### config.mk
export PLATFORM = sky130hd
export DESIGN_NAME = mult_dispatcher
export DESIGN_NICKNAME = d
export VERILOG_FILES = /design/src/rtl/mult_dispatcher_pkg.sv /design/src/rtl/mult_dispatcher_sync_fifo.sv /design/src/rtl/mult_dispatcher.sv
export SDC_FILE = /design/constraint.sdc
export NUM_CORES = 1
export LEC_CHECK = 0
export CORE_MARGIN = 2
export CORE_UTILIZATION = 55
export DETAILED_ROUTE_END_ITERATION = 10
export HOLD_SLACK_MARGIN = 0.12
export PLACE_DENSITY = 0.79
export SETUP_SLACK_MARGIN = 0.05
export SLEW_MARGIN = 5
export SYNTH_ARGS = -nofsm -noshare
export SYNTH_HDL_FRONTEND = slang
export SYNTH_SLANG_ARGS = --single-unit
export TNS_END_PERCENT = 10
### constraint.sdc
create_clock -name clk -period 3.4 [get_ports clk]
set_clock_uncertainty 0.15 [all_clocks]
set_input_delay 1.02 -clock clk [delete_from_list [all_inputs] [get_ports clk]]
set_output_delay 1.02 -clock clk [all_outputs]
set_load 0.05 [all_outputs]
### src/rtl/mult_dispatcher_pkg.sv
// mult_dispatcher_pkg: shared state encoding, default sizing and timeout width helper
package mult_dispatcher_pkg;
  localparam int SIZE_DEF = 16;
  localparam int DEPTH_DEF = 4;
  localparam int TIMEOUT_DEF = 255;
  typedef enum logic [2:0] {IDLE, INIT, START, WAIT, CAPTURE} state_t;
  function automatic int tcnt_width(input int timeout);
    return $clog2(timeout + 1);
  endfunction
endpackage

### src/rtl/mult_dispatcher_sync_fifo.sv
// sync_fifo: single-clock circular FIFO with occupancy count; push on full and pop on empty are ignored
module sync_fifo #(
  parameter int WIDTH = 8,
  parameter int DEPTH = 4
)(
  input  logic                     clk,
  input  logic                     rst,
  input  logic                     push,
  input  logic                     pop,
  input  logic [WIDTH-1:0]         din,
  output logic [WIDTH-1:0]         dout,
  output logic                     full,
  output logic                     empty,
  output logic [$clog2(DEPTH):0]   count
);
  localparam int AW = $clog2(DEPTH);
  localparam int CW = AW + 1;
  logic [WIDTH-1:0] r_mem [DEPTH];
  logic [AW-1:0] r_wp, r_rp;
  logic [CW-1:0] r_cnt;
  logic w_push, w_pop;
  assign w_push = push && !full;
  assign w_pop = pop && !empty;
  assign dout = r_mem[r_rp];
  assign full = r_cnt == CW'(DEPTH);
  assign empty = r_cnt == '0;
  assign count = r_cnt;
  always_ff @(posedge clk) begin
    if (rst) begin
      r_wp <= '0;
      r_rp <= '0;
      r_cnt <= '0;
    end else begin
      if (w_push) begin
        r_mem[r_wp] <= din;
        r_wp <= r_wp + 1'b1;
      end
      if (w_pop) r_rp <= r_rp + 1'b1;
      r_cnt <= r_cnt + CW'(w_push) - CW'(w_pop);
    end
  end
endmodule

### src/rtl/mult_dispatcher.sv
// mult_dispatcher: queues operand pairs, runs each through the start/done core, queues results
module mult_dispatcher import mult_dispatcher_pkg::*; #(
  parameter int SIZE = SIZE_DEF,
  parameter int DEPTH = DEPTH_DEF,
  parameter int TIMEOUT = TIMEOUT_DEF
)(
  input  logic            clk,
  input  logic            rst,
  input  logic            in_valid,
  output logic            in_ready,
  input  logic [SIZE-1:0] in_a,
  input  logic [SIZE-1:0] in_b,
  output logic            res_valid,
  input  logic            res_ready,
  output logic [SIZE-1:0] res_data,
  output logic            unit_rst_begin,
  output logic            unit_start,
  output logic [SIZE-1:0] unit_a,
  output logic [SIZE-1:0] unit_b,
  input  logic            unit_done,
  input  logic [SIZE-1:0] unit_out,
  output logic            busy,
  output logic            timeout_err,
  output logic [15:0]     jobs_done
);
  localparam int TW = tcnt_width(TIMEOUT);
  localparam int CW = $clog2(DEPTH) + 1;
  state_t r_state;
  logic [TW-1:0] r_tcnt;
  logic [SIZE-1:0] r_a, r_b;
  logic r_rst_begin, r_start, r_terr;
  logic [15:0] r_jobs;
  logic w_op_full, w_op_empty, w_res_full, w_res_empty, w_issue, w_capture, w_unused;
  logic [2*SIZE-1:0] w_op_dout;
  logic [CW-1:0] w_op_count, w_res_count;
  // A free result slot is reserved at issue, so the capture push can never overflow
  assign w_issue = r_state == IDLE && !w_op_empty && w_res_count < CW'(DEPTH);
  assign w_capture = r_state == WAIT && unit_done;
  assign w_unused = ^{w_op_count, w_res_full};
  assign in_ready = !w_op_full;
  assign res_valid = !w_res_empty;
  assign unit_rst_begin = r_rst_begin;
  assign unit_start = r_start;
  assign unit_a = r_a;
  assign unit_b = r_b;
  assign busy = r_state != IDLE;
  assign timeout_err = r_terr;
  assign jobs_done = r_jobs;
  sync_fifo #(.WIDTH(2*SIZE), .DEPTH(DEPTH)) u_op_fifo (
    .clk(clk), .rst(rst), .push(in_valid && in_ready), .pop(w_issue),
    .din({in_a, in_b}), .dout(w_op_dout), .full(w_op_full), .empty(w_op_empty), .count(w_op_count)
  );
  sync_fifo #(.WIDTH(SIZE), .DEPTH(DEPTH)) u_res_fifo (
    .clk(clk), .rst(rst), .push(w_capture), .pop(res_valid && res_ready),
    .din(unit_out), .dout(res_data), .full(w_res_full), .empty(w_res_empty), .count(w_res_count)
  );
  always_ff @(posedge clk) begin
    if (rst) begin
      r_state <= IDLE;
      r_tcnt <= '0;
      r_a <= '0;
      r_b <= '0;
      r_rst_begin <= 1'b0;
      r_start <= 1'b0;
      r_terr <= 1'b0;
      r_jobs <= '0;
    end else begin
      case (r_state)
        IDLE: if (w_issue) begin
          r_a <= w_op_dout[2*SIZE-1:SIZE];
          r_b <= w_op_dout[SIZE-1:0];
          r_rst_begin <= 1'b1;
          r_state <= INIT;
        end
        INIT: begin
          r_rst_begin <= 1'b0;
          r_start <= 1'b1;
          r_state <= START;
        end
        START: begin
          r_start <= 1'b0;
          r_tcnt <= '0;
          r_state <= WAIT;
        end
        WAIT: if (unit_done) begin
          r_jobs <= r_jobs + 16'd1;
          r_state <= CAPTURE;
        end else begin
          r_tcnt <= r_tcnt + 1'b1;
          if (r_tcnt + 1'b1 == TW'(TIMEOUT)) begin
            r_terr <= 1'b1;
            r_state <= IDLE;
          end
        end
        CAPTURE: if (!unit_done) r_state <= IDLE;
        default: r_state <= IDLE;
      endcase
    end
  end
endmodule

[After elaboration in Yosys (flattened, before gate mapping)]
Memories as Yosys holds them, arrays and structs flattened. A register that Yosys moved wholly into a read port is not among the register bits.
Cells that the tools add are included.
Word-level totals
  memories kept: 2
  input port bits: 53
  output and inout bits: 70
  memory bits (writable): 192
  bits in registers: 44
Operators by class
  reductions and logical operators: 26
  $add $sub $neg: 10
  multiplexer cells: 18
  eq/ne operators: 11
  $lt $le $gt $ge: 1
  bitwise logic cells: 1
Memories
  u_op_fifo.r_mem: words 4, bits a word 32, rd ports 1, clocked after Yosys merged registers in 1, write ports 1, line mult_dispatcher_sync_fifo.sv:18  | logic [WIDTH-1:0] r_mem [DEPTH];
  u_res_fifo.r_mem: words 4, bits a word 16, rd ports 1, clocked after Yosys merged registers in 1, write ports 1, line mult_dispatcher_sync_fifo.sv:18
Operators with widths (count)
  adder 16 x 1 -> 16 bit (second input constant): 1
  one-hot mux 8 bit (2 select lines): 1
  one-hot mux 3 bit (5 select lines): 1
  two-way mux 3 bit: 4
  equality test 3 bit (second input constant): 3
  logical AND 1 bit: 9
  logical NOT 3 bit: 3
  adder 2 x 1 -> 2 bit (second input constant): 4
  adder 8 x 1 -> 8 bit (second input constant): 1
  equality test 8 bit (second input constant): 1
  two-way mux 8 bit: 1
  AND reduction 2 bit: 4
  two-way mux 1 bit: 7
  adder 3 x 1 -> 3 bit: 2
  equality test 3 x 2 -> 1 bit (second input constant): 2
  AND reduction 3 bit: 2
  nonzero test 2 bit: 3
  subtractor 3 x 1 -> 3 bit: 2
  logical NOT 1 bit: 4
  two-way mux 2 bit: 2
  inequality test 2 bit (second input constant): 2
  one-hot mux 1 bit (2 select lines): 2
  equality test 3 x 1 -> 1 bit (second input constant): 1
  less-than comparator 3 bit (second input constant): 1
  other kinds (4): 4

[Longest topological paths before layout]
Gate-level depths: netlist of the first run.
  depth in word-level cells: 7
  mapped depth: 13
  mapped depth without buffers: 10

[Cells and area by module]
From an unflattened synthesis of the first run, not the netlist that was laid out.
Unflattened totals
  cell total of the unflattened synthesis: 677
  area total of the unflattened synthesis: 10546.4 um^2
By module, submodules not included
  sync_fifo at u_op_fifo: cells each 218, sequential area each 4023.9 um^2, area an instance 5141.2 um^2, instances 1
  sync_fifo at u_res_fifo: cells each 135, sequential area each 2102.0 um^2, area an instance 2829.0 um^2, instances 1
  mult_dispatcher: cells each 324, sequential area each 1241.2 um^2, area an instance 2576.2 um^2, instances 1

[Worst setup path before layout of the first run]
OpenSTA, ideal clock, no wires.
  kind: input to register
  start point: input port unit_done
  end point: register u_res_fifo.r_cnt[2], in the netlist u_res_fifo.count[2]
  stages: 9
  arrival time: 2.617 ns
  buffers on the path: 1
  required time: 3.122 ns
  setup slack: 0.505 ns
  path through: nand4b_1 -> clkbuf_1 -> a21oi_2 -> ha_1 -> inv_1 -> fa_1 -> xor2_1 -> xnor2_1 -> nor2_1
On the way
  cells in the longest elaborated chain, start to end: 4
Ends and longest elaborated chain
  start: declaration: line mult_dispatcher.sv:20  | input logic unit_done,
  logical AND 1 bit: line mult_dispatcher.sv:38  | assign w_capture = r_state == WAIT && unit_done;
  logical AND 1 bit: line mult_dispatcher_sync_fifo.sv:22  | assign w_push = push && !full;
  adder 3 x 1 -> 3 bit: line mult_dispatcher_sync_fifo.sv:39  | r_cnt <= r_cnt + CW'(w_push) - CW'(w_pop);
  subtractor 3 x 1 -> 3 bit: line mult_dispatcher_sync_fifo.sv:39
  end signal: assignment: line mult_dispatcher_sync_fifo.sv:39
  end: declaration: line mult_dispatcher_sync_fifo.sv:20  | logic [CW-1:0] r_cnt;
No other way between the ends.
A chain may end at the register's enable or synchronous reset.

[Final worst setup path of the first run]
  start point: register r_state[0]
  end point: output port busy
On the way
  cells in the longest elaborated chain, start to end: 1
Ends and longest elaborated chain
  start: declaration: line mult_dispatcher.sv:28  | state_t r_state;
  start signal: assignment: line mult_dispatcher.sv:59  | r_state <= IDLE;
  start signal: assignment: line mult_dispatcher.sv:73  | r_state <= INIT;
  start signal: assignment: line mult_dispatcher.sv:78  | r_state <= START;
  nonzero test 3 bit: line mult_dispatcher.sv:46  | assign busy = r_state != IDLE;
  end: declaration: line mult_dispatcher.sv:22  | output logic busy,
No other way between the ends.

==> qor.json, run 1 <==
{
  "worst_slew_pin_slew": {"value": 906, "unit": "ps"},
  "synth_fp_nets": {"value": 729},
  "finalHoldWorstSlack": {"value": 308, "unit": "ps"},
  "clock_latency": {"value": 540, "unit": "ps"},
  "gr-total-overflow": {"value": 0},
  "hp-class": {"value": "reg2reg"},
  "timing.final.max_slew_violations": {"value": 0},
  "maximum_ir_drop_on_the_vdd_rail": {"value": 0.600, "unit": "mV"},
  "post_syn_area": {"value": 10400, "unit": "sq um"},
  "route.detailed.wl_per_inst": {"value": 19.0, "unit": "um"},
  "numCtsBuffers": {"value": 27},
  "clk_pin_slew": {"value": 60, "unit": "ps"},
  "globalRouteTotalUtil": {"value": 20.4, "unit": "%"},
  "seq_area_frac_synth": {"value": 70.4, "unit": "%"},
  "wl": {"value": 20000, "unit": "um"},
  "hold_depth": {"value": 2},
  "worst_path_dominant_cell_family": {"value": "buffers and inverters"},
  "routed-via-count": {"value": 5881},
  "nets": {"value": 866},
  "gp_routability_congestion": {"value": 0.779},
  "drv_cap": {"value": 0},
  "via_per_inst": {"value": 5.60},
  "regToRegStartpoint": {"value": "r_state[0]$_SDFFE_PP0P_"},
  "fmax": {"value": 0.307, "unit": "GHz"},
  "layout-drive-gt1-share": {"value": 18.6, "unit": "%"},
  "initial_antenna_violation_count": {"value": 0},
  "timing.final.hold_violations": {"value": 0},
  "drc": {"value": 0},
  "clock_tree.buffer_depth": {"value": 3},
  "r2r_cells": {"value": 10},
  "syn_to_final_growth": {"value": 23.3, "unit": "%"},
  "timing.hold.worst_endpoint": {"value": "unit_a[0]$_SDFFE_PP0P_"},
  "syn_area_per_cell": {"value": 15.8, "unit": "sq um"},
  "chipWidth": {"value": 142, "unit": "um"},
  "cell_by_cell_trace_of_the_critical_path": {"value": "or3_4 -> clkdlybuf4s50_1"},
  "yosysWarningCount": {"value": 0},
  "cellLeakagePower": {"value": 4.29, "unit": "nW"},
  "synth_ff_type": {"value": "edfxtp_1"},
  "ctsResizeCount": {"value": 0},
  "final_area": {"value": 12800, "unit": "sq um"},
  "cts.htree.levels": {"value": 1},
  "synth_edf_count": {"value": 192},
  "powerDensity": {"value": 783, "unit": "nW/um^2"},
  "result_of_the_run": {"value": "finished clean"},
  "cts.sink_count": {"value": 270},
  "height_of_the_chip": {"value": 142, "unit": "um"},
  "diodes": {"value": 0},
  "initialDrtViolationCount": {"value": 374},
  "finalCoreUtilization": {"value": 68.9, "unit": "%"},
  "crit_path_start_kind": {"value": "flip-flop"},
  "fp.dieArea": {"value": 20100, "unit": "sq um"},
  "worst-endpoint-arrival": {"value": 2090, "unit": "ps"},
  "r2r-end": {"value": "u_op_fifo.count[2]$_SDFF_PP0_"},
  "postRouteAntennaNets": {"value": 0},
  "start_util": {"value": 55.9, "unit": "%"},
  "critPathRequiredTime": {"value": 2230, "unit": "ps"},
  "rsz0062_at_grt": {"value": "false"},
  "clock_tree_from_tritoncts": {"value": "done"},
  "dp_hpwl": {"value": 12800, "unit": "um"},
  "global_route_wire_length_before_repair": {"value": 32200, "unit": "um"},
  "post_cts_buffers": {"value": 0},
  "postPlaceCellArea": {"value": 11900, "unit": "sq um"},
  "first_global_vias": {"value": 6255},
  "coreArea": {"value": 18600, "unit": "sq um"},
  "yosysUniqueCellTypes": {"value": 47},
  "worst-setup-path-type": {"value": "reg2out"},
  "layout_worst_path_cycle_share": {"value": 95.7, "unit": "%"},
  "critPathMaxFanout": {"value": 10},
  "buffer_ports.inserted": {"value": 122},
  "final_critical_path_setup_slack": {"value": 145, "unit": "ps"},
  "synth_async_sr_flop_share": {"value": 0, "unit": "%"},
  "totalNegativeSetupSlack": {"value": 0, "unit": "ps"},
  "endpoint_kind": {"value": "primary output"},
  "rows": {"value": 50},
  "setup_violations": {"value": 0},
  "detailed_routing_iterations_pass_1": {"value": 4},
  "postCtsHoldBufs": {"value": 0},
  "max-slew-margin-rel": {"value": 39.6, "unit": "%"},
  "timing.critical_path.slowest_stage_cell": {"value": "clkdlybuf4s50_1"},
  "min-delay-start": {"value": "unit_a[0]$_SDFFE_PP0P_"},
  "i_o_pin_count": {"value": 123},
  "dpl_worst_slack": {"value": 80.0, "unit": "ps"},
  "grt_max_degree": {"value": 37},
  "cp.buffers_inverters": {"value": 1},
  "synth.ff_latch_count": {"value": 270},
  "post_synth_inst_count": {"value": 659},
  "cpPeakStageDelay": {"value": 720, "unit": "ps"},
  "ff2ff_setup_slack": {"value": 520, "unit": "ps"},
  "layout_min_cycle_time": {"value": 3260, "unit": "ps"},
  "cts_root_buffer": {"value": "clkbuf_16"}
}
where the power goes:
part	internal, mW	switching [mW]	leakage [nW]
Sequential	3.85	0.276	2.37
Clock	1.85	1.23	0.449
Combinational	1.09	1.76	1.46
Total	6.79	3.26	4.29
logic make-up after synthesis:
logic type,synth area share (%)
AO/OA/AOI/OAI,4.10
XOR/XNOR,1.85
adder cells (fa/ha/maj),2.19
buffers and inverters,2.64
flip-flops,70.4
multiplexers,10.9
AND/OR/NAND/NOR,7.97
cells in the final DEF, fill, tap and decap left out, types with 5 or more instances in the layout:
cell type,n
edfxtp_1,192
ha_1,15
clkbuf_16,27
nand2_1,75
xnor2_1,19
nor2b_1,10
mux4_2,48
or3_1,6
dfxtp_1,76
bufinv_16,5
inv_1,19
and3_1,5
nor3_1,9
nor2_1,38
clkdlybuf4s50_1,104
buf_4,31
clkbuf_1,5
a21oi_2,15
clkinv_1,5
a21oi_1,32
o21ai_0,12
nand3_1,9
buf_12,5
state kept, by name, summed over array words and instances (netlist names), named ones only:
signal / cells
u_op_fifo.r_mem: 128
unit_a: 16
timeout_err: 1
u_res_fifo.r_rp: 2
u_res_fifo.r_mem: 64
r_state: 3
jobs_done: 16
u_op_fifo.count: 3
unit_b: 16
u_op_fifo.r_wp: 2
u_res_fifo.r_wp: 2
u_op_fifo.r_rp: 2
unit_start: 1
r_tcnt: 8
unit_rst_begin: 1
u_res_fifo.count: 3
tightest hold or removal path: stages, from the launching register on:
cell     delay [ps]
dfxtp_1         310
nand2_1          50
a21oi_1          50
through the flow:
| step | instances | power, mW |
|---|---|---|
| 2_1_floorplan | 659 | 6.27 |
| 3_3_place_gp | 1001 | 6.97 |
| 3_5_place_dp | 1001 | 7.07 |
| 4_1_cts | 1051 | 10.2 |
| 5_1_grt | 1051 | 10.5 |
| 6_report | 1051 | 10.1 |
Yosys cell counts, types with 3 or more instances:
| master | n | area share, % |
|---|---|---|
| buf_1 | 3 | 0.11 |
| xor2_1 | 3 | 0.25 |
| ha_1 | 15 | 1.8 |
| xnor2_1 | 19 | 1.6 |
| and3_1 | 5 | 0.30 |
| nand4_1 | 3 | 0.18 |
| or3_1 | 6 | 0.36 |
| dfxtp_1 | 78 | 15 |
| and2_1 | 4 | 0.24 |
| nor2_1 | 38 | 1.4 |
| clkbuf_1 | 15 | 0.54 |
| nor3_1 | 9 | 0.43 |
| and4_1 | 3 | 0.25 |
| nor4_1 | 3 | 0.18 |
| nor2b_1 | 10 | 0.60 |
| a21oi_1 | 32 | 1.5 |
| nand3b_1 | 3 | 0.22 |
| inv_1 | 19 | 0.68 |
| o21ai_0 | 12 | 0.58 |
| mux4_2 | 48 | 10 |
| buf_8 | 3 | 0.43 |
| edfxtp_1 | 192 | 55 |
| a21oi_2 | 15 | 1.3 |
| nand2_1 | 75 | 2.7 |
| buf_2 | 9 | 0.43 |
| mux2_2 | 3 | 0.32 |
| nand3_1 | 9 | 0.43 |
layout make-up:
| cell class | count | area, sq um |
|---|---|---|
| flip-flops and latches | 270 | 7330 |
| multi-input cells | 336 | 2820 |
| inverters | 20 | 87.6 |
| well taps | 234 | 293 |
| fillers | 1219 | 5800 |
| repair buffers | 141 | 1390 |
| clock inverters | 18 | 235 |
| clock buffers | 32 | 694 |
layer usage:
layer	GRT usage, %	up-vias	part of all wire (%)
met3	3.91	29	5.2
met5	0	-	0
met4	4.58	0	1.8
met1	24.8	2965	40
met2	37.9	156	53
li1	-	2731	-
how the worst max path moves through the flow:
stage	depth (start not counted)	endpoint	slack (ps)	start
final	2	busy	140	r_state[0]$_SDFFE_PP0P_
after global routing	2	busy	90	r_state[0]$_SDFFE_PP0P_
after CTS	2	in_ready	50	u_op_fifo.count[2]$_SDFF_PP0_
after detailed placement	10	u_res_fifo.count[2]$_SDFF_PP0_	80	res_ready
after global placement	10	u_res_fifo.count[2]$_SDFF_PP0_	230	res_ready
after floorplan	9	u_res_fifo.count[2]$_SDFF_PP0_	510	unit_done
No activity file was read; power rests on OpenSTA's default activity.
==> inputs of run 2 (changes only) <==
--- a/config.mk
+++ b/config.mk
@@ -7,10 +7,10 @@
 export LEC_CHECK = 0
 export CORE_MARGIN = 2
 export CORE_UTILIZATION = 55
+export CTS_CLUSTER_DIAMETER = 120
 export DETAILED_ROUTE_END_ITERATION = 10
 export HOLD_SLACK_MARGIN = 0.12
 export PLACE_DENSITY = 0.79
-export SETUP_SLACK_MARGIN = 0.05
 export SLEW_MARGIN = 5
 export SYNTH_ARGS = -nofsm -noshare
 export SYNTH_HDL_FRONTEND = slang
==> constraint.sdc (replaced) <==
create_clock -name clk -period 3.4 [get_ports clk]
set_clock_uncertainty 0.15 [all_clocks]
set_input_delay 1.02 -clock clk [delete_from_list [all_inputs] [get_ports clk]]
set_output_delay 1.02 -clock clk [all_outputs]
set_load 0.1 [all_outputs]
==> qor.json, run 2 (same netlist as run 1, synthesis figures left out) <==
{
  "critPathMaxFanout": {"value": 16, "change": "was 10"},
  "postRouteAntennaNets": {"value": 0, "change": "unchanged"},
  "setup_violations": {"value": 0, "change": "unchanged"},
  "numCtsBuffers": {"value": 27, "change": "unchanged"},
  "i_o_pin_count": {"value": 123, "change": "unchanged"},
  "final_common_cell": {"value": "edfxtp_1", "change": "unchanged"},
  "rows": {"value": 50, "change": "unchanged"},
  "worst-endpoint-arrival": {"value": 1930, "unit": "ps", "change": "was 2090 ps"},
  "gp_routability_congestion": {"value": 0.781, "change": "was 0.779"},
  "first_global_vias": {"value": 6167, "change": "was 6255"},
  "powerDensity": {"value": 855, "unit": "nW/um^2", "change": "was 783 nW/um^2"},
  "wl": {"value": 20300, "unit": "um", "change": "was 20000 um"},
  "coreArea": {"value": 18600, "unit": "sq um", "change": "unchanged"},
  "timing.critical_path.slowest_stage_cell": {"value": "mux4_2", "change": "was clkdlybuf4s50_1"},
  "combPwrFrac": {"value": 35.1, "unit": "%", "change": "was 28.3%"},
  "rsz0062_at_grt": {"value": "false", "change": "unchanged"},
  "switching_share": {"value": 37.2, "unit": "%", "change": "was 32.5%"},
  "max-slew-margin-rel": {"value": 40.5, "unit": "%", "change": "was 39.6%"},
  "worst-setup-path-type": {"value": "reg2out", "change": "unchanged"},
  "fmax": {"value": 0.323, "unit": "GHz", "change": "was 0.307 GHz"},
  "dp_hpwl": {"value": 13000, "unit": "um", "change": "was 12800 um"},
  "design_power_total": {"value": 11.0, "unit": "mW", "change": "was 10.1 mW"},
  "intPower": {"value": 6.93, "unit": "mW", "change": "was 6.79 mW"},
  "grt_max_degree": {"value": 37, "change": "unchanged"},
  "result_of_the_run": {"value": "finished clean", "change": "unchanged"},
  "layout_min_cycle_time": {"value": 3100, "unit": "ps", "change": "was 3260 ps"},
  "power_switching": {"value": 4.11, "unit": "mW", "change": "was 3.26 mW"},
  "worst_path_dominant_cell_family": {"value": "multiplexers", "change": "was buffers and inverters"},
  "cts.htree.levels": {"value": 1, "change": "unchanged"},
  "timing.final.hold_violations": {"value": 0, "change": "unchanged"},
  "clock_tree_from_tritoncts": {"value": "done", "change": "unchanged"},
  "register_with_the_most_flip_flops": {"value": "u_op_fifo.r_mem", "change": "unchanged"},
  "height_of_the_chip": {"value": 142, "unit": "um", "change": "unchanged"},
  "power_frac_clock": {"value": 27.8, "unit": "%", "change": "was 30.6%"},
  "routed-via-count": {"value": 5950, "change": "was 5881"},
  "syn_to_final_growth": {"value": 23.9, "unit": "%", "change": "was 23.3%"},
  "via_per_inst": {"value": 5.66, "change": "was 5.60"},
  "start_util": {"value": 55.9, "unit": "%", "change": "unchanged"},
  "detailed_routing_iterations_pass_1": {"value": 5, "change": "was 4"},
  "layout_top_registers": {"value": "u_op_fifo.r_mem (128), u_res_fifo.r_mem (64)", "change": "unchanged"},
  "ctsResizeCount": {"value": 0, "change": "unchanged"},
  "endpoint_kind": {"value": "primary output", "change": "unchanged"},
  "share_seq_of_total_power": {"value": 37.1, "unit": "%", "change": "was 41.0%"},
  "fp.dieArea": {"value": 20100, "unit": "sq um", "change": "unchanged"},
  "clock_tree.buffer_depth": {"value": 3, "change": "unchanged"},
  "clk_pin_slew": {"value": 60, "unit": "ps", "change": "about the same"},
  "maximum_ir_drop_on_the_vdd_rail": {"value": 0.625, "unit": "mV", "change": "was 0.600 mV"},
  "cellLeakagePower": {"value": 4.47, "unit": "nW", "change": "was 4.29 nW"},
  "clock_latency": {"value": 510, "unit": "ps", "change": "was 540 ps"},
  "cp.buffers_inverters": {"value": 2, "change": "was 1"},
  "post_cts_buffers": {"value": 0, "change": "unchanged"},
  "chipWidth": {"value": 142, "unit": "um", "change": "unchanged"},
  "timing.final.max_slew_violations": {"value": 0, "change": "unchanged"},
  "layout_worst_path_cycle_share": {"value": 91.2, "unit": "%", "change": "was 95.7%"},
  "cell_by_cell_trace_of_the_critical_path": {"value": "buf_4 -> mux4_2 -> buf_12", "change": "was or3_4 -> clkdlybuf4s50_1"},
  "initial_antenna_violation_count": {"value": 1, "change": "was 0"},
  "worst_slew_pin_slew": {"value": 892, "unit": "ps", "change": "was 906 ps"},
  "globalRouteTotalUtil": {"value": 20.5, "unit": "%", "change": "was 20.4%"},
  "nets": {"value": 867, "change": "was 866"},
  "cts_root_buffer": {"value": "clkbuf_16", "change": "unchanged"},
  "largest_register_ff_count": {"value": 128, "change": "unchanged"},
  "hp-class": {"value": "reg2reg", "change": "unchanged"},
  "most-common-layout-cells": {"value": "edfxtp_1, dfxtp_1, nand2_1, buf_4, clkdlybuf4s50_1", "change": "was edfxtp_1, clkdlybuf4s50_1, dfxtp_1, nand2_1, mux4_2"},
  "diodes": {"value": 0, "change": "unchanged"},
  "postCtsHoldBufs": {"value": 0, "change": "unchanged"},
  "cpPeakStageDelay": {"value": 610, "unit": "ps", "change": "was 720 ps"},
  "drv_cap": {"value": 0, "change": "unchanged"},
  "initialDrtViolationCount": {"value": 351, "change": "was 374"},
  "totalNegativeSetupSlack": {"value": 0, "unit": "ps", "change": "unchanged"},
  "global_route_wire_length_before_repair": {"value": 32200, "unit": "um", "change": "about the same"},
  "cts.sink_count": {"value": 270, "change": "unchanged"},
  "critPathRequiredTime": {"value": 2230, "unit": "ps", "change": "about the same"},
  "route.detailed.wl_per_inst": {"value": 19.3, "unit": "um", "change": "was 19.0 um"},
  "gr-total-overflow": {"value": 0, "change": "unchanged"},
  "layout-drive-gt1-share": {"value": 25.6, "unit": "%", "change": "was 18.6%"},
  "crit_path_start_kind": {"value": "flip-flop", "change": "unchanged"},
  "buffer_ports.inserted": {"value": 122, "change": "unchanged"},
  "drc": {"value": 0, "change": "unchanged"}
}
[run 2: through the flow]
| step | hold slack (ps) | instance area [sq um] | worst slack, ps | cells | util, % |
|---|---|---|---|---|---|
| after global placement | 294 | 12000 | 237 | 1002 | 64.2 |
| after detailed placement | 299 | 12000 | 160 | 1002 | 64.2 |
| final | 307 | 12900 | 301 | 1051 | 69.2 |
| after floorplan | 308 | 10400 | 464 | 659 | - |
| after global routing | 333 | 12900 | 191 | 1051 | 69.2 |
| after CTS | 308 | 12900 | 244 | 1051 | 69.2 |
[run 2: area by class of cell]
type	count	area [sq um]
tap	234	293
multi-input combinational	336	2820
clock buffer	36	749
clock inverter	13	188
fill	1235	5740
inverter	20	87.6
sequential	270	7330
timing repair buffer	142	1440
[run 2: worst paths after layout]
path | from | end | slack (ps) | cells after the start
worst max-delay path | flip-flop | res_data[12] | 300 | 3
worst min register to register | unit_a[7]$_SDFFE_PP0P_ | unit_a[7]$_SDFFE_PP0P_ | 310 | 2
worst max register to register | r_state[0]$_SDFFE_PP0P_ | u_op_fifo.count[2]$_SDFF_PP0_ | 520 | 10
worst min-delay path | unit_a[7]$_SDFFE_PP0P_ | unit_a[7]$_SDFFE_PP0P_ | 310 | 2
[run 2: layer usage]
layer | wire [um] | GRT usage, %
met5 | 0 | 0
met3 | 1230 | 4.02
met1 | 8090 | 25.2
met4 | 246 | 4.26
met2 | 10700 | 37.9
[run 2: worst register-to-register path, delay by kind of cell, from the launching register on]
kind          cells  cell delay (ps)
buf+inv           2              230
xor+xnor          2              340
simple gates      3              910
flops             1              400
fa+ha+maj         3              730
[run 2: power by group through the flow]
stage / registers [mW] / clock network, mW / logic (mW)
final: 4.09 / 3.07 / 3.87
after global routing: 4.14 / 3.27 / 4.08
after CTS: 4.10 / 3.14 / 3.92
after detailed placement: 4.17 / 0 / 3.90
after global placement: 4.15 / 0 / 3.82
after floorplan: 5.16 / 0 / 2.00
==> inputs of run 3 (changes only) <==
--- a/config.mk
+++ b/config.mk
@@ -5,7 +5,7 @@
 export SDC_FILE = /design/constraint.sdc
 export NUM_CORES = 1
 export LEC_CHECK = 0
-export CORE_MARGIN = 2
+export CORE_MARGIN = 5
 export CORE_UTILIZATION = 55
 export CTS_CLUSTER_DIAMETER = 120
 export DETAILED_ROUTE_END_ITERATION = 10
==> qor.json, run 3 (same netlist as run 1, synthesis figures left out) <==
{
  "critPathRequiredTime": {"value": 2230, "unit": "ps", "change": "about the same"},
  "global_route_wire_length_before_repair": {"value": 34000, "unit": "um", "change": "was 32200 um"},
  "min-delay-start": {"value": "unit_a[0]$_SDFFE_PP0P_", "change": "was unit_a[7]$_SDFFE_PP0P_"},
  "endpoint_kind": {"value": "primary output", "change": "unchanged"},
  "final_common_cell": {"value": "edfxtp_1", "change": "unchanged"},
  "final-instance-count-excl-fill": {"value": 1048, "change": "was 1051"},
  "r2r_cells": {"value": 10, "change": "unchanged"},
  "timing.hold.worst_endpoint": {"value": "unit_a[0]$_SDFFE_PP0P_", "change": "was unit_a[7]$_SDFFE_PP0P_"},
  "fmax": {"value": 0.320, "unit": "GHz", "change": "was 0.323 GHz"},
  "dp_hpwl": {"value": 13100, "unit": "um", "change": "was 13000 um"},
  "largest_register_ff_count": {"value": 128, "change": "unchanged"},
  "initialDrtViolationCount": {"value": 313, "change": "was 351"},
  "hp-class": {"value": "reg2reg", "change": "unchanged"},
  "result_of_the_run": {"value": "finished clean", "change": "unchanged"},
  "start_util": {"value": 55.7, "unit": "%", "change": "was 55.9%"},
  "grtUsageMet2": {"value": 34.3, "unit": "%", "change": "was 37.9%"},
  "share_seq_of_total_power": {"value": 37.5, "unit": "%", "change": "was 37.1%"},
  "diodes": {"value": 0, "change": "unchanged"},
  "critPathMaxFanout": {"value": 16, "change": "unchanged"},
  "switching_share": {"value": 38.2, "unit": "%", "change": "was 37.2%"},
  "worst_slew_pin_slew": {"value": 956, "unit": "ps", "change": "was 892 ps"},
  "combPwrFrac": {"value": 35.7, "unit": "%", "change": "was 35.1%"},
  "ctsResizeCount": {"value": 0, "change": "unchanged"},
  "coreArea": {"value": 18700, "unit": "sq um", "change": "was 18600 sq um"},
  "rsz0062_at_grt": {"value": "false", "change": "unchanged"},
  "cellLeakagePower": {"value": 4.43, "unit": "nW", "change": "was 4.47 nW"},
  "postCtsHoldBufs": {"value": 0, "change": "unchanged"},
  "i_o_pin_count": {"value": 123, "change": "unchanged"},
  "drv_cap": {"value": 0, "change": "unchanged"},
  "initial_antenna_violation_count": {"value": 0, "change": "was 1"},
  "postRouteAntennaNets": {"value": 0, "change": "unchanged"},
  "cts.htree.levels": {"value": 1, "change": "unchanged"},
  "ff2ff_setup_slack": {"value": 500, "unit": "ps", "change": "was 520 ps"},
  "gp_routability_congestion": {"value": 0.779, "change": "was 0.781"},
  "final_critical_path_setup_slack": {"value": 277, "unit": "ps", "change": "was 301 ps"},
  "globalRouteTotalUtil": {"value": 19.5, "unit": "%", "change": "was 20.5%"},
  "totalNegativeSetupSlack": {"value": 0, "unit": "ps", "change": "unchanged"},
  "timing.final.hold_violations": {"value": 0, "change": "unchanged"},
  "post_cts_buffers": {"value": 0, "change": "unchanged"},
  "clk_pin_slew": {"value": 60, "unit": "ps", "change": "about the same"},
  "nets": {"value": 863, "change": "was 867"},
  "clock_tree_from_tritoncts": {"value": "done", "change": "unchanged"},
  "layout_min_cycle_time": {"value": 3120, "unit": "ps", "change": "was 3100 ps"},
  "buffer_ports.inserted": {"value": 122, "change": "unchanged"},
  "layout_top_registers": {"value": "u_op_fifo.r_mem (128), u_res_fifo.r_mem (64)", "change": "unchanged"},
  "gr-total-overflow": {"value": 0, "change": "unchanged"},
  "via_per_inst": {"value": 5.73, "change": "was 5.66"},
  "timing.final.max_slew_violations": {"value": 0, "change": "unchanged"},
  "finalCoreUtilization": {"value": 68.7, "unit": "%", "change": "was 69.2%"},
  "hold_depth": {"value": 2, "change": "unchanged"},
  "drc": {"value": 0, "change": "unchanged"},
  "cts.sink_count": {"value": 270, "change": "unchanged"},
  "numCtsBuffers": {"value": 27, "change": "unchanged"},
  "route.detailed.wl_per_inst": {"value": 20.1, "unit": "um", "change": "was 19.3 um"},
  "layout-drive-gt1-share": {"value": 25.3, "unit": "%", "change": "was 25.6%"},
  "chipWidth": {"value": 148, "unit": "um", "change": "was 142 um"},
  "fp.dieArea": {"value": 21800, "unit": "sq um", "change": "was 20100 sq um"},
  "dp_cells": {"value": 998, "change": "was 1002"},
  "powerDensity": {"value": 854, "unit": "nW/um^2", "change": "was 855 nW/um^2"},
  "worst-endpoint-arrival": {"value": 1950, "unit": "ps", "change": "was 1930 ps"},
  "height_of_the_chip": {"value": 148, "unit": "um", "change": "was 142 um"},
  "detailed_routing_iterations_pass_1": {"value": 4, "change": "was 5"},
  "most-common-layout-cells": {"value": "edfxtp_1, dfxtp_1, nand2_1, buf_4, clkdlybuf4s50_1", "change": "unchanged"},
  "finalHoldWorstSlack": {"value": 316, "unit": "ps", "change": "was 307 ps"},
  "register_with_the_most_flip_flops": {"value": "u_op_fifo.r_mem", "change": "unchanged"},
  "routed-via-count": {"value": 6008, "change": "was 5950"},
  "crit_path_start_kind": {"value": "flip-flop", "change": "unchanged"},
  "intPower": {"value": 6.78, "unit": "mW", "change": "was 6.93 mW"},
  "design_power_total": {"value": 11.0, "unit": "mW", "change": "about the same"},
  "clock_tree.buffer_depth": {"value": 3, "change": "unchanged"},
  "power_frac_clock": {"value": 26.9, "unit": "%", "change": "was 27.8%"},
  "wl": {"value": 21100, "unit": "um", "change": "was 20300 um"},
  "max-slew-margin-rel": {"value": 36.2, "unit": "%", "change": "was 40.5%"},
  "syn_to_final_growth": {"value": 23.3, "unit": "%", "change": "was 23.9%"},
  "regToRegStartpoint": {"value": "r_state[0]$_SDFFE_PP0P_", "change": "unchanged"},
  "gr-usage-met3": {"value": 3.46, "unit": "%", "change": "was 4.02%"},
  "clock_latency": {"value": 520, "unit": "ps", "change": "was 510 ps"},
  "worst-setup-path-type": {"value": "reg2out", "change": "unchanged"},
  "r2r-end": {"value": "u_op_fifo.count[2]$_SDFF_PP0_", "change": "unchanged"},
  "layout_worst_path_cycle_share": {"value": 91.8, "unit": "%", "change": "was 91.2%"},
  "grt_max_degree": {"value": 38, "change": "was 37"},
  "rows": {"value": 50, "change": "unchanged"},
  "maximum_ir_drop_on_the_vdd_rail": {"value": 0.823, "unit": "mV", "change": "was 0.625 mV"},
  "first_global_vias": {"value": 6310, "change": "was 6167"},
  "cts_root_buffer": {"value": "clkbuf_16", "change": "unchanged"},
  "globalRoute.busiestLayer": {"value": "met2", "change": "unchanged"},
  "power_switching": {"value": 4.19, "unit": "mW", "change": "was 4.11 mW"},
  "final_area": {"value": 12800, "unit": "sq um", "change": "was 12900 sq um"},
  "setup_violations": {"value": 0, "change": "unchanged"},
  "grt.met1_usage": {"value": 25.5, "unit": "%", "change": "was 25.2%"},
  "dpl_worst_slack": {"value": 167, "unit": "ps", "change": "was 160 ps"},
  "postPlaceCellArea": {"value": 12000, "unit": "sq um", "change": "about the same"}
}
[run 3: cell types whose count changed in the layout (fill, tap and decap cells not counted), sizes merged]
cell      before  now
bufinv         5    3
inv           19   20
clkinvlp       0    1
buf           91   87
clkbuf        36   37
[run 3: per-layer routing]
| layer | vias up | wire [um] |
|---|---|---|
| met3 | 26 | 1290 |
| met4 | 0 | 313 |
| met5 | - | 0 |
| met2 | 210 | 11000 |
| met1 | 3048 | 8430 |
| li1 | 2724 | - |
[run 3: power by group through the flow]
stage          clock (mW)  combinational [mW]  sequential [mW]
2_1_floorplan           0                2.00             5.16
3_3_place_gp            0                3.84             4.16
3_5_place_dp            0                3.92             4.18
4_1_cts              3.00                3.94             4.12
5_1_grt              3.16                4.12             4.15
6_report             2.95                3.91             4.11
[run 3: how the worst max path moves through the flow]
stage / depth (start not counted) / startpoint / endpoint
global route: 3 / flip-flop / res_data[0]
floorplan: 13 / r_state[0]$_SDFFE_PP0P_ / u_op_fifo.count[2]$_SDFF_PP0_
CTS: 3 / flip-flop / res_data[8]
detailed placement: 9 / unit_done / u_res_fifo.count[2]$_SDFF_PP0_
finish: 3 / flip-flop / res_data[0]
global placement: 10 / res_ready / u_res_fifo.count[2]$_SDFF_PP0_
[run 3: area by class of cell]
type                            count  area (sq um)
Clock inverter                     13           146
Clock buffer                       37           743
Tap cell                          234           293
Sequential cell                   270          7330
Timing Repair Buffer              138          1430
Inverter                           20          87.6
Multi-Input combinational cell    336          2820
Fill cell                        1222          5860
[run 3: critical path: stages, from the launching register on]
cell	delay [ps]
dfxtp_1	310
buf_4	300
mux4_2	610
buf_12	190
